===== src/rtl/ocd_frame_rx.sv =====
`default_nettype none
// ============================================================================
// ocd_frame_rx : sync-hunting frame parser driving an external CRC16 engine
// Revision     : 1.0
// ============================================================================
module ocd_frame_rx #(
  parameter int unsigned MAX_LEN        = 64,
  parameter int unsigned TIMEOUT_CYCLES = 100000,
  parameter logic [7:0]  SYNC0          = 8'h5A,
  parameter logic [7:0]  SYNC1          = 8'hA5
) (
  input  logic        clk,
  input  logic        sync_reset,
  input  logic        rx_valid,
  input  logic [7:0]  rx_data,
  output logic        crc_sync_reset,
  output logic        crc_en,
  output logic [7:0]  crc_data,
  input  logic [15:0] crc_out,
  output logic        out_valid,
  output logic [7:0]  out_data,
  output logic        out_first,
  output logic [7:0]  frame_len,
  output logic        frame_done,
  output logic        frame_ok,
  output logic [1:0]  err_code
);

  localparam int unsigned TW       = $clog2(TIMEOUT_CYCLES + 1);
  localparam logic [TW-1:0] TO_LAST = TW'(TIMEOUT_CYCLES - 1);
  localparam logic [7:0] MAX_LEN_B = 8'(MAX_LEN);

  localparam logic [1:0] ERR_NONE    = 2'b00;
  localparam logic [1:0] ERR_CRC     = 2'b01;
  localparam logic [1:0] ERR_LEN     = 2'b10;
  localparam logic [1:0] ERR_TIMEOUT = 2'b11;

  typedef enum logic [2:0] {
    S_IDLE   = 3'd0,
    S_SYNC   = 3'd1,
    S_LEN    = 3'd2,
    S_DATA   = 3'd3,
    S_CRC_HI = 3'd4,
    S_CRC_LO = 3'd5,
    S_DONE   = 3'd6
  } state_t;

  state_t        state_q, state_d;
  logic [7:0]    cnt_q, cnt_d;
  logic          first_q, first_d;
  logic [7:0]    crc_hi_q, crc_hi_d;
  logic [15:0]   rx_crc_q, rx_crc_d;
  logic [TW-1:0] to_q, to_d;

  logic          crc_sync_reset_q, crc_sync_reset_d;
  logic          crc_en_q, crc_en_d;
  logic [7:0]    crc_data_q, crc_data_d;
  logic          out_valid_q, out_valid_d;
  logic [7:0]    out_data_q, out_data_d;
  logic          out_first_q, out_first_d;
  logic [7:0]    frame_len_q, frame_len_d;
  logic          frame_done_q, frame_done_d;
  logic          frame_ok_q, frame_ok_d;
  logic [1:0]    err_code_q, err_code_d;

  logic          in_frame;
  logic          timeout_hit;

  // The idle timer only runs once sync is found; a byte on the terminal cycle wins.
  assign in_frame    = (state_q == S_LEN) || (state_q == S_DATA) ||
                       (state_q == S_CRC_HI) || (state_q == S_CRC_LO);
  assign timeout_hit = in_frame && !rx_valid && (to_q == TO_LAST);

  always_comb begin
    state_d          = state_q;
    cnt_d            = cnt_q;
    first_d          = first_q;
    crc_hi_d         = crc_hi_q;
    rx_crc_d         = rx_crc_q;
    frame_len_d      = frame_len_q;
    crc_data_d       = crc_data_q;
    out_data_d       = out_data_q;
    crc_sync_reset_d = 1'b0;
    crc_en_d         = 1'b0;
    out_valid_d      = 1'b0;
    out_first_d      = 1'b0;
    frame_done_d     = 1'b0;
    frame_ok_d       = 1'b0;
    err_code_d       = ERR_NONE;
    to_d             = (rx_valid || !in_frame) ? '0 : to_q + TW'(1);

    case (state_q)
      S_IDLE: begin
        if (rx_valid && (rx_data == SYNC0)) state_d = S_SYNC;
      end
      S_SYNC: begin
        if (rx_valid) begin
          if (rx_data == SYNC1)      state_d = S_LEN;
          else if (rx_data == SYNC0) state_d = S_SYNC;
          else                       state_d = S_IDLE;
        end
      end
      S_LEN: begin
        if (rx_valid) begin
          frame_len_d      = rx_data;
          crc_sync_reset_d = 1'b1;
          if ((rx_data == 8'd0) || (rx_data > MAX_LEN_B)) begin
            frame_done_d = 1'b1;
            err_code_d   = ERR_LEN;
            state_d      = S_IDLE;
          end else begin
            cnt_d   = rx_data;
            first_d = 1'b1;
            state_d = S_DATA;
          end
        end
      end
      S_DATA: begin
        if (rx_valid) begin
          crc_en_d    = 1'b1;
          crc_data_d  = rx_data;
          out_valid_d = 1'b1;
          out_data_d  = rx_data;
          out_first_d = first_q;
          first_d     = 1'b0;
          cnt_d       = cnt_q - 8'd1;
          if (cnt_q == 8'd1) state_d = S_CRC_HI;
        end
      end
      S_CRC_HI: begin
        if (rx_valid) begin
          crc_hi_d = rx_data;
          state_d  = S_CRC_LO;
        end
      end
      S_CRC_LO: begin
        if (rx_valid) begin
          rx_crc_d = {crc_hi_q, rx_data};
          state_d  = S_DONE;
        end
      end
      S_DONE: begin
        frame_done_d = 1'b1;
        frame_ok_d   = (rx_crc_q == crc_out);
        err_code_d   = (rx_crc_q == crc_out) ? ERR_NONE : ERR_CRC;
        state_d      = S_IDLE;
      end
      default: state_d = S_IDLE;
    endcase

    if (timeout_hit) begin
      frame_done_d = 1'b1;
      frame_ok_d   = 1'b0;
      err_code_d   = ERR_TIMEOUT;
      state_d      = S_IDLE;
    end
  end

  always_ff @(posedge clk) begin
    if (sync_reset) begin
      state_q          <= S_IDLE;
      cnt_q            <= '0;
      first_q          <= 1'b0;
      crc_hi_q         <= '0;
      rx_crc_q         <= '0;
      to_q             <= '0;
      crc_sync_reset_q <= 1'b0;
      crc_en_q         <= 1'b0;
      crc_data_q       <= '0;
      out_valid_q      <= 1'b0;
      out_data_q       <= '0;
      out_first_q      <= 1'b0;
      frame_len_q      <= '0;
      frame_done_q     <= 1'b0;
      frame_ok_q       <= 1'b0;
      err_code_q       <= ERR_NONE;
    end else begin
      state_q          <= state_d;
      cnt_q            <= cnt_d;
      first_q          <= first_d;
      crc_hi_q         <= crc_hi_d;
      rx_crc_q         <= rx_crc_d;
      to_q             <= to_d;
      crc_sync_reset_q <= crc_sync_reset_d;
      crc_en_q         <= crc_en_d;
      crc_data_q       <= crc_data_d;
      out_valid_q      <= out_valid_d;
      out_data_q       <= out_data_d;
      out_first_q      <= out_first_d;
      frame_len_q      <= frame_len_d;
      frame_done_q     <= frame_done_d;
      frame_ok_q       <= frame_ok_d;
      err_code_q       <= err_code_d;
    end
  end

  assign crc_sync_reset = crc_sync_reset_q;
  assign crc_en         = crc_en_q;
  assign crc_data       = crc_data_q;
  assign out_valid      = out_valid_q;
  assign out_data       = out_data_q;
  assign out_first      = out_first_q;
  assign frame_len      = frame_len_q;
  assign frame_done     = frame_done_q;
  assign frame_ok       = frame_ok_q;
  assign err_code       = err_code_q;

endmodule
`default_nettype wire


===== config.mk =====
export PLATFORM = sky130hd
export DESIGN_NAME = ocd_frame_rx
export DESIGN_NICKNAME = d
export VERILOG_FILES = /design/src/rtl/ocd_frame_rx.sv
export SDC_FILE = /design/constraint.sdc
export NUM_CORES = 1
export LEC_CHECK = 0
export BUFFER_PORTS_ARGS = -buffer_cell sky130_fd_sc_hd__buf_2
export CAP_MARGIN = 40
export CORE_MARGIN = 4
export CORE_UTILIZATION = 50
export DETAILED_ROUTE_END_ITERATION = 7
export PLACE_DENSITY = 0.72
export SYNTH_ARGS = -nofsm -noshare
export SYNTH_HDL_FRONTEND = slang
export SYNTH_SLANG_ARGS = --single-unit

===== constraint.sdc =====
create_clock -name clk -period 4.1 [get_ports clk]
set_input_delay 0.615 -clock clk [delete_from_list [all_inputs] [get_ports clk]]
set_output_delay 0.615 -clock clk [all_outputs]
set_load 0.02 [all_outputs]

==> results of run 1 <==
-- cell usage after synthesis, drive strengths merged, types with 3 or more instances --
library cell	instances
ha	3
o21ai	6
a21oi	56
xnor2	4
o22ai	3
inv	3
dfxtp	76
a31o	3
nand2	98
nor4	9
xor2	26
nand4	5
nor3	8
or3	6
clkbuf	14
a31oi	3
nand3	11
and3	7
buf	20
o32ai	3
nor2	32
-- where the power goes --
part	switching, mW	internal [mW]	leakage, nW
Combinational	0.0350	0.0172	0.822
Sequential	0.000193	0.737	0.612
Clock	0.277	0.221	0.0718
-- stage by stage --
| step | setup slack, ns | power, mW | cell area (sq um) | hold WS, ns |
|---|---|---|---|---|
| floorplan | 2.29 | 0.782 | 3520 | 0.413 |
| global placement | 1.96 | 0.806 | 3730 | 0.423 |
| detailed placement | 1.85 | 0.807 | 3730 | 0.433 |
| CTS | 2.06 | 1.29 | 3900 | 0.445 |
| global route | 1.76 | 1.34 | 3900 | 0.468 |
| finish | 2.02 | 1.29 | 3900 | 0.443 |
-- state kept, by name (all words and copies together), names as in the netlist --
signal / cells
cnt_q: 8
crc_hi_q: 8
crc_sync_reset: 1
err_code: 2
first_q: 1
frame_done: 1
frame_len: 8
frame_ok: 1
out_data: 8
out_first: 1
out_valid: 1
rx_crc_q: 16
state_q: 3
to_q: 17
-- how the worst max path moves through the flow --
stage | from | endpoint | slack, ns
final | state_q[0] | cnt_q[6] | 2.02
after global routing | state_q[0] | cnt_q[5] | 1.76
after CTS | state_q[0] | cnt_q[6] | 2.06
after detailed placement | rx_valid | cnt_q[6] | 1.85
after global placement | rx_valid | cnt_q[7] | 1.96
after floorplan | rx_data[1] | cnt_q[2] | 2.29
-- logic make-up (layout without fill, tap and decap cells) --
| family | count (synthesis) | count (layout) | synth area share |
|---|---|---|---|
| buf+inv | 38 | 79 | 0.0636 |
| xor+xnor | 30 | 30 | 0.0746 |
| compound gates | 86 | 86 | 0.150 |
| mux | 1 | 1 | 0.00284 |
| fa+ha+maj | 3 | 3 | 0.0107 |
| simple gates | 194 | 194 | 0.267 |
| flops | 76 | 76 | 0.432 |
-- cell type report --
cell class / instances / area [sq um] / area share
multi-input combinational: 314 / 1780 / 0.455
sequential: 76 / 1520 / 0.390
timing repair buffer: 59 / 298 / 0.0764
clock buffer: 11 / 131 / 0.0337
tap: 96 / 120 / 0.0308
clock inverter: 5 / 38.8 / 0.00995
inverter: 4 / 15.0 / 0.00385
-- routing by layer --
metal,global-route usage,vias up,routed length [um]
met5,0,-,0
met4,0.0743,0,110
met2,0.335,75,3930
met1,0.242,1401,3510
met3,0.0468,9,393
li1,-,1534,-
==> metrics.yaml, run 1 <==
outcome:
  status: "finished, final reports clean"
placed_design:
  port_buffers: 58
  dpl.cell_count: 549
  globalplace.congestion: 0.816
  hpwl_um: 5490
worst_hold_path:
  min-delay-start: "to_q[0]"
  hold_end: "to_q[0]"
  hold_path_class: "register to register"
  holdPathStages: 1
logic_synthesis:
  synth_area_leaders: "dfxtp_1 43%, nand2_1 10%, a21oi_1 7.8%"
  ys.flop_type: "dfxtp_1"
  synth_top_area_frac: 0.432
  syn_inst: 428
  ys_ff_latch: 76
  synthArstFlopShare: 0
  yosysSeqAreaShare: 0.432
  synth_nets: 458
  synth_edf_count: 0
  synth_area_per_cell_sq_um: 8.23
  synth.distinct_cells: 58
  ys_warn_count: 0
  yosysTopAreaCell: "dfxtp_1"
  netlist_area_sq_mm: 0.00352
clock_network:
  clock_latency_ns: 0.35
  numCtsBuffers: 9
  cts_resized: 0
  h-tree-depth: 3
  cts_tree: "built"
  post-cts-setup-buffer-count: 0
  root_buffer: "clkbuf_8"
  cts_max_path_buffers: 2
  cts.sinks: 76
  cts_hold_buf: 0
  path_clk_slew_ns: 0.08
detailed_routing:
  wl_um: 7940
  route.detailed.drc: 0
  firstDrtPassIters: 4
  via_count: 3019
  vias_per_cell: 5.34
  wire_per_inst_um: 14.0
  drt-initial-drc-count: 170
  ant_nets: 0
sta:
  post-route-period-util: 0.507
  rsz0062_at_grt: "false"
  fin_skew_ns: 0.00930
  finalCriticalPeriod_ns: 2.08
  final-max-slew-violation-count: 0
  final-setup-viol-count: 0
  setup_tns_ns: 0
  max_slew.worst_pin.slew_ns: 0.644
  max_freq_mhz: 481
  final_hold_viol_count: 0
  max_slew_margin: 0.570
worst_setup_path:
  cp_num_buf_inv: 0
  startpoint_type: "register"
  crit_type: "register to register"
  max_stage_delay_ns: 0.60
  r2r_slack_ns: 2.02
  worstReg2RegEnd: "cnt_q[6]"
  cp.arrival_ns: 2.33
  path_depth: 5
  r2r_start: "state_q[0]"
  endpoint_kind: "register"
  required_ns: 4.35
  slowest_stage: "dfxtp_1"
  crit_path_frequent_cell: "nor2_1"
  r2r_cells: 5
  cp_top_family: "simple AND/OR/NAND/NOR gates"
  path_max_fanout: 17
  worstPathCellList: "nand2_1, nor2_1, and2_1, nor2_1, o32ai_1"
floorplan:
  ios: 59
  die_w_um: 91.9
  dieArea_sq_mm: 0.00845
  die_h_um: 91.9
  row_count: 30
  start_util: 0.515
  core_area_sq_mm: 0.00683
layout:
  fin_cells: 565
  areaGrowthSynthToFinish_pct: 10.8
  layout_commonest_cell: "nand2_1"
  final_cell_mix: "98 x nand2_1, 76 x dfxtp_1, 58 x buf_2"
  n_antenna_cell: 0
  n_fill_cell: 653
  drive_gt1_frac: 0.190
  utilization: 0.571
  fin_nets: 494
power_and_ir_drop:
  power_density_mw_per_mm2: 330
  p_leak_nw: 1.51
  ir_worst_vdd_mv: 0.163
global_route:
  track_usage: 0.197
  antenna_found_initial: 0
  grt_pass1_wl_um: 13400
  grt_max_degree: 48
  grt_overflow_total: 0
  grt_pass1_vias: 2811
run:
  cap_violations: 0
No activity file was read; power rests on OpenSTA's default activity.
==> inputs of run 2 (changes only) <==
Settings changed: PLACE_DENSITY 0.72 to 0.75.
Clock period 4.1 ns to 1.9 ns, I/O delays scaled along.
==> run 2 against run 1 <==
- global-route usage is essentially flat
- flip-flop and latch count is the same
- total power grew 120%
- die area is the same
- final area grew 2.4%
- fmax grew 21%
- routed wire length shrank 0.33%
- clock-buffer cell count grew 2
- sequential share of layout area shrank 0.89 points
- clock power grew 130%
- non-clock buffer count grew 10
- critical path type unchanged
- critical endpoint is now cnt_q[4]
==> metrics.yaml, run 2 (synthesis gave the netlist of run 1 again) <==
detailed_routing:
  firstDrtPassIters: 4  # unchanged
  via_count: 3054  # was 3019
  route.detailed.drc: 0  # unchanged
  wl_um: 7910  # was 7940 um
  vias_per_cell: 5.31  # was 5.34
  drt-initial-drc-count: 117  # was 170
  wire_per_inst_um: 13.8  # was 14.0 um
  ant_nets: 0  # unchanged
layout:
  final-seq-area_sq_mm: 0.00152  # about the same
  top_regs: "to_q (17), rx_crc_q (16)"  # unchanged
  n_fill_cell: 651  # was 653
  areaGrowthSynthToFinish_pct: 13.4  # was 10.8%
  layout_commonest_cell: "nand2_1"  # unchanged
  largest_reg_flops: 17  # unchanged
  n_antenna_cell: 0  # unchanged
  final_cell_mix: "98 x nand2_1, 75 x dfxtp_1, 58 x buf_2"  # was 98 x nand2_1, 76 x dfxtp_1, 58 x buf_2
  multi_input_area_sq_mm: 0.00178  # unchanged
  utilization: 0.585  # was 0.571
  drive_gt1_frac: 0.211  # was 0.190
  fin_nets: 504  # was 494
  regMostFlops: "to_q"  # unchanged
clock_network:
  cts_tree: "built"  # unchanged
  cts_hold_buf: 0  # unchanged
  clock_latency_ns: 0.35  # about the same
  path_clk_slew_ns: 0.07  # was 0.08 ns
  cts_resized: 0  # unchanged
  cts.sinks: 76  # unchanged
  h-tree-depth: 3  # unchanged
  numCtsBuffers: 9  # unchanged
  root_buffer: "clkbuf_8"  # unchanged
  post-cts-setup-buffer-count: 0  # unchanged
  cts_max_path_buffers: 2  # unchanged
placed_design:
  globalplace.congestion: 0.881  # was 0.816
  port_buffers: 58  # unchanged
  hpwl_um: 5670  # was 5490 um
worst_setup_path:
  worstSetupStartpoint: "state_q[2]"  # was state_q[0]
  required_ns: 2.19  # was 4.35 ns
  worstPathCellList: "nand3b_2, or4_1, a221oi_2, a31o_1"  # was nand2_1, nor2_1, and2_1, nor2_1, o32ai_1
  worstReg2RegEnd: "cnt_q[4]"  # was cnt_q[6]
  path_max_fanout: 12  # was 17
  crit_type: "register to register"  # unchanged
  r2r_cells: 4  # was 5
  max_stage_delay_ns: 0.52  # was 0.60 ns
  r2r_start: "state_q[2]"  # was state_q[0]
  r2r_slack_ns: 0.18  # was 2.02 ns
  startpoint_type: "register"  # unchanged
  endpoint_kind: "register"  # unchanged
  slowest_stage: "or4_1"  # was dfxtp_1
  cp.arrival_ns: 2.01  # was 2.33 ns
worst_hold_path:
  min-delay-start: "rx_data[3]"  # was to_q[0]
  hold_end: "out_data[3]"  # was to_q[0]
  holdPathStages: 3  # was 1
  hold_path_class: "input port to register"  # was register to register
sta:
  max_freq_mhz: 581  # was 481 MHz
  fin_skew_ns: 0.00484  # was 0.00930 ns
  rsz0062_at_grt: "false"  # unchanged
  final_hold_viol_count: 0  # unchanged
  final-setup-viol-count: 0  # unchanged
  max_slew.worst_pin.slew_ns: 0.558  # was 0.644 ns
  setup_tns_ns: 0  # unchanged
  max_slew_margin: 0.628  # was 0.570
  final-max-slew-violation-count: 0  # unchanged
  finalCriticalPeriod_ns: 1.72  # was 2.08 ns
  post-route-period-util: 0.906  # was 0.507
floorplan:
  row_count: 30  # unchanged
  core_area_sq_mm: 0.00683  # unchanged
  start_util: 0.515  # unchanged
  dieArea_sq_mm: 0.00845  # unchanged
  die_h_um: 91.9  # unchanged
  die_w_um: 91.9  # unchanged
  ios: 59  # unchanged
power_and_ir_drop:
  ir_worst_vdd_mv: 0.429  # was 0.163 mV
  power_frac_seq: 0.559  # was 0.573
  netSwitchingPower_uw: 639  # was 312 uW
  p_int_mw: 2.21  # was 975 uW
  power_density_mw_per_mm2: 714  # was 330 mW/mm^2
  p_clk_frac: 0.402  # was 0.386
  p_leak_nw: 1.58  # was 1.51 nW
  combPwrFrac: 0.039  # was 0.041
  swShare: 0.224  # was 0.242
global_route:
  grt_pass1_vias: 2933  # was 2811
  grt_overflow_total: 0  # unchanged
  grt_pass1_wl_um: 13500  # was 13400 um
  grt_max_degree: 55  # was 48
  antenna_found_initial: 0  # unchanged
  track_usage: 0.198  # was 0.197
outcome:
  status: "finished, final reports clean"  # unchanged
run:
  cap_violations: 0  # unchanged
## run 2: changes by cell type in the layout (fill, tap and decap cells not counted)
| cell | delta |
|---|---|
| inv_6 | +1 |
| dfxtp_1 | -1 |
| dfxtp_2 | +1 |
| clkbuf_8 | +3 |
| clkinvlp_4 | -4 |
| clkbuf_1 | -1 |
| clkinv_2 | +2 |
| buf_4 | +10 |
| clkinv_4 | -1 |
## run 2: metal layers
layer,track usage,vias up,part of all wire
li1,-,1555,-
met1,0.237,1404,0.43
met2,0.338,81,0.49
met3,0.0533,14,0.056
met4,0.0743,0,0.019
met5,0,-,0
## run 2: cell type report
| class | instances | share of cell area |
|---|---|---|
| Multi-Input combinational cell | 314 | 0.445 |
| Sequential cell | 76 | 0.381 |
| Timing Repair Buffer | 69 | 0.0934 |
| Clock buffer | 13 | 0.0423 |
| Tap cell | 96 | 0.0301 |
| Clock inverter | 3 | 0.00470 |
| Inverter | 4 | 0.00376 |
## run 2: critical path: cells and delay by family, from the launching register on
| family | cells | cell delay [ns] |
|---|---|---|
| DFF | 1 | 0.42 |
| and+or+nand+nor | 2 | 0.87 |
| AOI/OAI and AO/OA | 2 | 0.38 |
## run 2: power by group through the flow
stage	registers, mW	logic, mW	clock network [mW]
finish	1.59	0.111	1.15
global route	1.59	0.122	1.26
CTS	1.59	0.112	1.19
detailed placement	1.63	0.111	0
global placement	1.63	0.109	0
floorplan	1.63	0.0591	0
## run 2: worst max-delay path by stage
stage,to,slack [ns],cells after the start
2_1_floorplan,cnt_q[4],0.39,5
6_report,cnt_q[4],0.18,4
4_1_cts,cnt_q[4],0.18,4
3_5_place_dp,cnt_q[5],0.18,6
3_3_place_gp,cnt_q[4],0.24,4
5_1_grt,cnt_q[4],0.07,4
## run 2: metrics by stage
stage	cell area [sq um]	total power [mW]	hold WS [ns]	std cells	setup slack (ns)
3_5_place_dp	3800	1.74	0.434	559	0.180
5_1_grt	3990	2.97	0.261	575	0.0713
6_report	3990	2.85	0.259	575	0.178
4_1_cts	3990	2.89	0.234	575	0.175
3_3_place_gp	3800	1.74	0.423	559	0.243
2_1_floorplan	3520	1.69	0.413	428	0.385
==> inputs of run 3 (changes only) <==
--- a/config.mk
+++ b/config.mk
@@ -10,5 +10,4 @@
 export CORE_MARGIN = 4
-export CORE_UTILIZATION = 50
+export CORE_UTILIZATION = 34
 export DETAILED_ROUTE_END_ITERATION = 7
-export PLACE_DENSITY = 0.75
 export SYNTH_ARGS = -nofsm -noshare
==> constraint.sdc (replaced) <==
create_clock -name clk -period 1.9 [get_ports clk]
set_input_delay 0.19 -clock clk [delete_from_list [all_inputs] [get_ports clk]]
set_output_delay 0.19 -clock clk [all_outputs]
set_load 0.02 [all_outputs]
==> run 3 against run 2 <==
- clock power up 11%
- cell count increased by 7.7%
- total power is 5.2% higher
- critical path depth grew 1
- global-route usage is 5.2 points lower
- critical endpoint is now cnt_q[5]
- clock skew up 0.011 ns
- first-iteration DRC count up 8.5%
- setup slack better by 0.050 ns
- clock-buffer cell count is 3 lower
- die area increased by 43%
- final area is 3.1% higher
==> metrics.yaml, run 3 (synthesis gave the netlist of run 1 again) <==
worst_setup_path:
  crit_type: "register to register"  # unchanged
  cp.arrival_ns: 1.92  # was 2.01 ns
  endpoint_kind: "register"  # unchanged
  startpoint_type: "register"  # unchanged
  path_max_fanout: 12  # unchanged
  required_ns: 2.14  # was 2.19 ns
  r2r_cells: 5  # was 4
floorplan:
  ios: 59  # unchanged
  die_h_um: 110  # was 91.9 um
  dieArea_sq_mm: 0.0120  # was 0.00845 sq mm
  die_w_um: 110  # was 91.9 um
  start_util: 0.355  # was 0.515
  row_count: 36  # was 30
  core_area_sq_mm: 0.00991  # was 0.00683 sq mm
placed_design:
  globalplace.congestion: 0.824  # was 0.881
  hpwl_um: 6140  # was 5670 um
  placed_cell_area_sq_mm: 0.00390  # was 0.00380 sq mm
  port_buffers: 58  # unchanged
  dpl.cell_count: 603  # was 559
  pre_cts_slack_ns: 0.215  # was 0.180 ns
power_and_ir_drop:
  combPwrFrac: 0.042  # was 0.039
  ir_worst_vdd_mv: 0.332  # was 0.429 mV
  p_int_mw: 2.29  # was 2.21 mW
  netSwitchingPower_uw: 711  # was 639 uW
  power_density_mw_per_mm2: 728  # was 714 mW/mm^2
  swShare: 0.237  # was 0.224
  power_frac_seq: 0.531  # was 0.559
  p_leak_nw: 1.61  # was 1.58 nW
  p_total_mw: 3.00  # was 2.85 mW
  p_clk_frac: 0.428  # was 0.402
worst_hold_path:
  hold_path_class: "input port to register"  # unchanged
  holdPathStages: 3  # unchanged
detailed_routing:
  via_count: 3054  # unchanged
  firstDrtPassIters: 4  # unchanged
  drt-initial-drc-count: 127  # was 117
  ant_nets: 0  # unchanged
  vias_per_cell: 4.93  # was 5.31
  route.detailed.drc: 0  # unchanged
  wl_um: 8410  # was 7910 um
  wire_per_inst_um: 13.6  # was 13.8 um
global_route:
  track_usage: 0.145  # was 0.198
  antenna_found_initial: 0  # unchanged
  grt_max_degree: 44  # was 55
  grt_overflow_total: 0  # unchanged
  grt_pass1_vias: 2871  # was 2933
  grt_pass1_wl_um: 13800  # was 13500 um
clock_network:
  cts_tree: "built"  # unchanged
  numCtsBuffers: 9  # unchanged
  clock_latency_ns: 0.35  # about the same
  post-cts-setup-buffer-count: 0  # unchanged
  root_buffer: "clkbuf_8"  # unchanged
  cts_hold_buf: 0  # unchanged
  path_clk_slew_ns: 0.08  # was 0.07 ns
  cts.sinks: 76  # unchanged
  h-tree-depth: 3  # unchanged
  cts_max_path_buffers: 2  # unchanged
layout:
  fin_area_sq_mm: 0.00412  # was 0.00399 sq mm
  n_fill_cell: 1034  # was 651
  fin_nets: 511  # was 504
  fin_cells: 619  # was 575
  layout_commonest_cell: "nand2_1"  # unchanged
  final-seq-area_sq_mm: 0.00152  # about the same
  areaGrowthSynthToFinish_pct: 17.0  # was 13.4%
  regMostFlops: "to_q"  # unchanged
  largest_reg_flops: 17  # unchanged
  top_regs: "to_q (17), rx_crc_q (16)"  # unchanged
  n_antenna_cell: 0  # unchanged
  final_cell_mix: "98 x nand2_1, 76 x dfxtp_1, 58 x buf_2"  # was 98 x nand2_1, 75 x dfxtp_1, 58 x buf_2
  utilization: 0.416  # was 0.585
  multi_input_area_sq_mm: 0.00178  # about the same
  drive_gt1_frac: 0.224  # was 0.211
sta:
  max_slew_margin: 0.628  # about the same
  setup_tns_ns: 0  # unchanged
  final_hold_viol_count: 0  # unchanged
  rsz0062_at_grt: "false"  # unchanged
  setup_ws_ns: 0.228  # was 0.178 ns
  post-route-period-util: 0.880  # was 0.906
  max_slew.worst_pin.slew_ns: 0.558  # about the same
  fin_skew_ns: 0.0163  # was 0.00484 ns
  hold_ws_ns: 0.144  # was 0.259 ns
  final-max-slew-violation-count: 0  # unchanged
  final-setup-viol-count: 0  # unchanged
  max_freq_mhz: 598  # was 581 MHz
  finalCriticalPeriod_ns: 1.67  # was 1.72 ns
run:
  cap_violations: 0  # unchanged
outcome:
  status: "finished, final reports clean"  # unchanged
## run 3: cell count changes in the layout (fill, tap and decap cells not counted)
cell	previous run	this run
dfxtp_2	1	0
bufinv_16	0	1
clkinvlp_4	0	3
clkinv_2	2	0
dfxtp_1	75	76
nor4_1	8	7
nor4_2	0	1
clkbuf_8	12	10
buf_4	11	18
inv_6	1	2
clkbuf_1	1	0
## run 3: timing repair
| item | CTS | global route |
|---|---|---|
| setup endpoints to repair | 0 | 1 |
| hold endpoints to repair | 0 | 0 |
| resized for setup | 0 | 1 |
## run 3: metal layers
| metal | wire length (um) | up-vias | global-route usage |
|---|---|---|---|
| met1 | 4030 | 1419 | 0.188 |
| met2 | 3980 | 64 | 0.240 |
| li1 | - | 1569 | - |
| met3 | 383 | 2 | 0.0411 |
| met4 | 22 | 0 | 0.0321 |
| met5 | 0 | - | 0 |
## run 3: worst max-delay path, cell delays in order, from the launching register on
cell and delay, ns:
dfxtp_1 0.55, nand2_1 0.09, nor2_1 0.19, and2_1 0.33
nor2_1 0.15, o32ai_1 0.28
## run 3: path summary, 6_finish.rpt
| check | slack, ns | end | startpoint |
|---|---|---|---|
| worst max-delay path | 0.23 | cnt_q[5] | state_q[1] |
| worst min-delay path | 0.14 | crc_hi_q[3] | rx_data[3] |
| worst max register to register | 0.23 | cnt_q[5] | state_q[1] |
| worst min register to register | 0.44 | to_q[0] | to_q[0] |
## run 3: layout make-up
class	count	area share
tap	133	0.0404
timing repair buffer	76	0.103
sequential	76	0.369
clock buffer	10	0.0334
inverter	4	0.00365
clock inverter	6	0.0170
multi-input combinational	314	0.433
## run 3: power by group through the flow
| stage | Clock (mW) | Sequential [mW] | Combinational, mW |
|---|---|---|---|
| 2_1_floorplan | 0 | 1.63 | 0.0591 |
| 3_3_place_gp | 0 | 1.63 | 0.124 |
| 3_5_place_dp | 0 | 1.63 | 0.125 |
| 4_1_cts | 1.33 | 1.59 | 0.126 |
| 5_1_grt | 1.40 | 1.59 | 0.134 |
| 6_report | 1.28 | 1.59 | 0.125 |
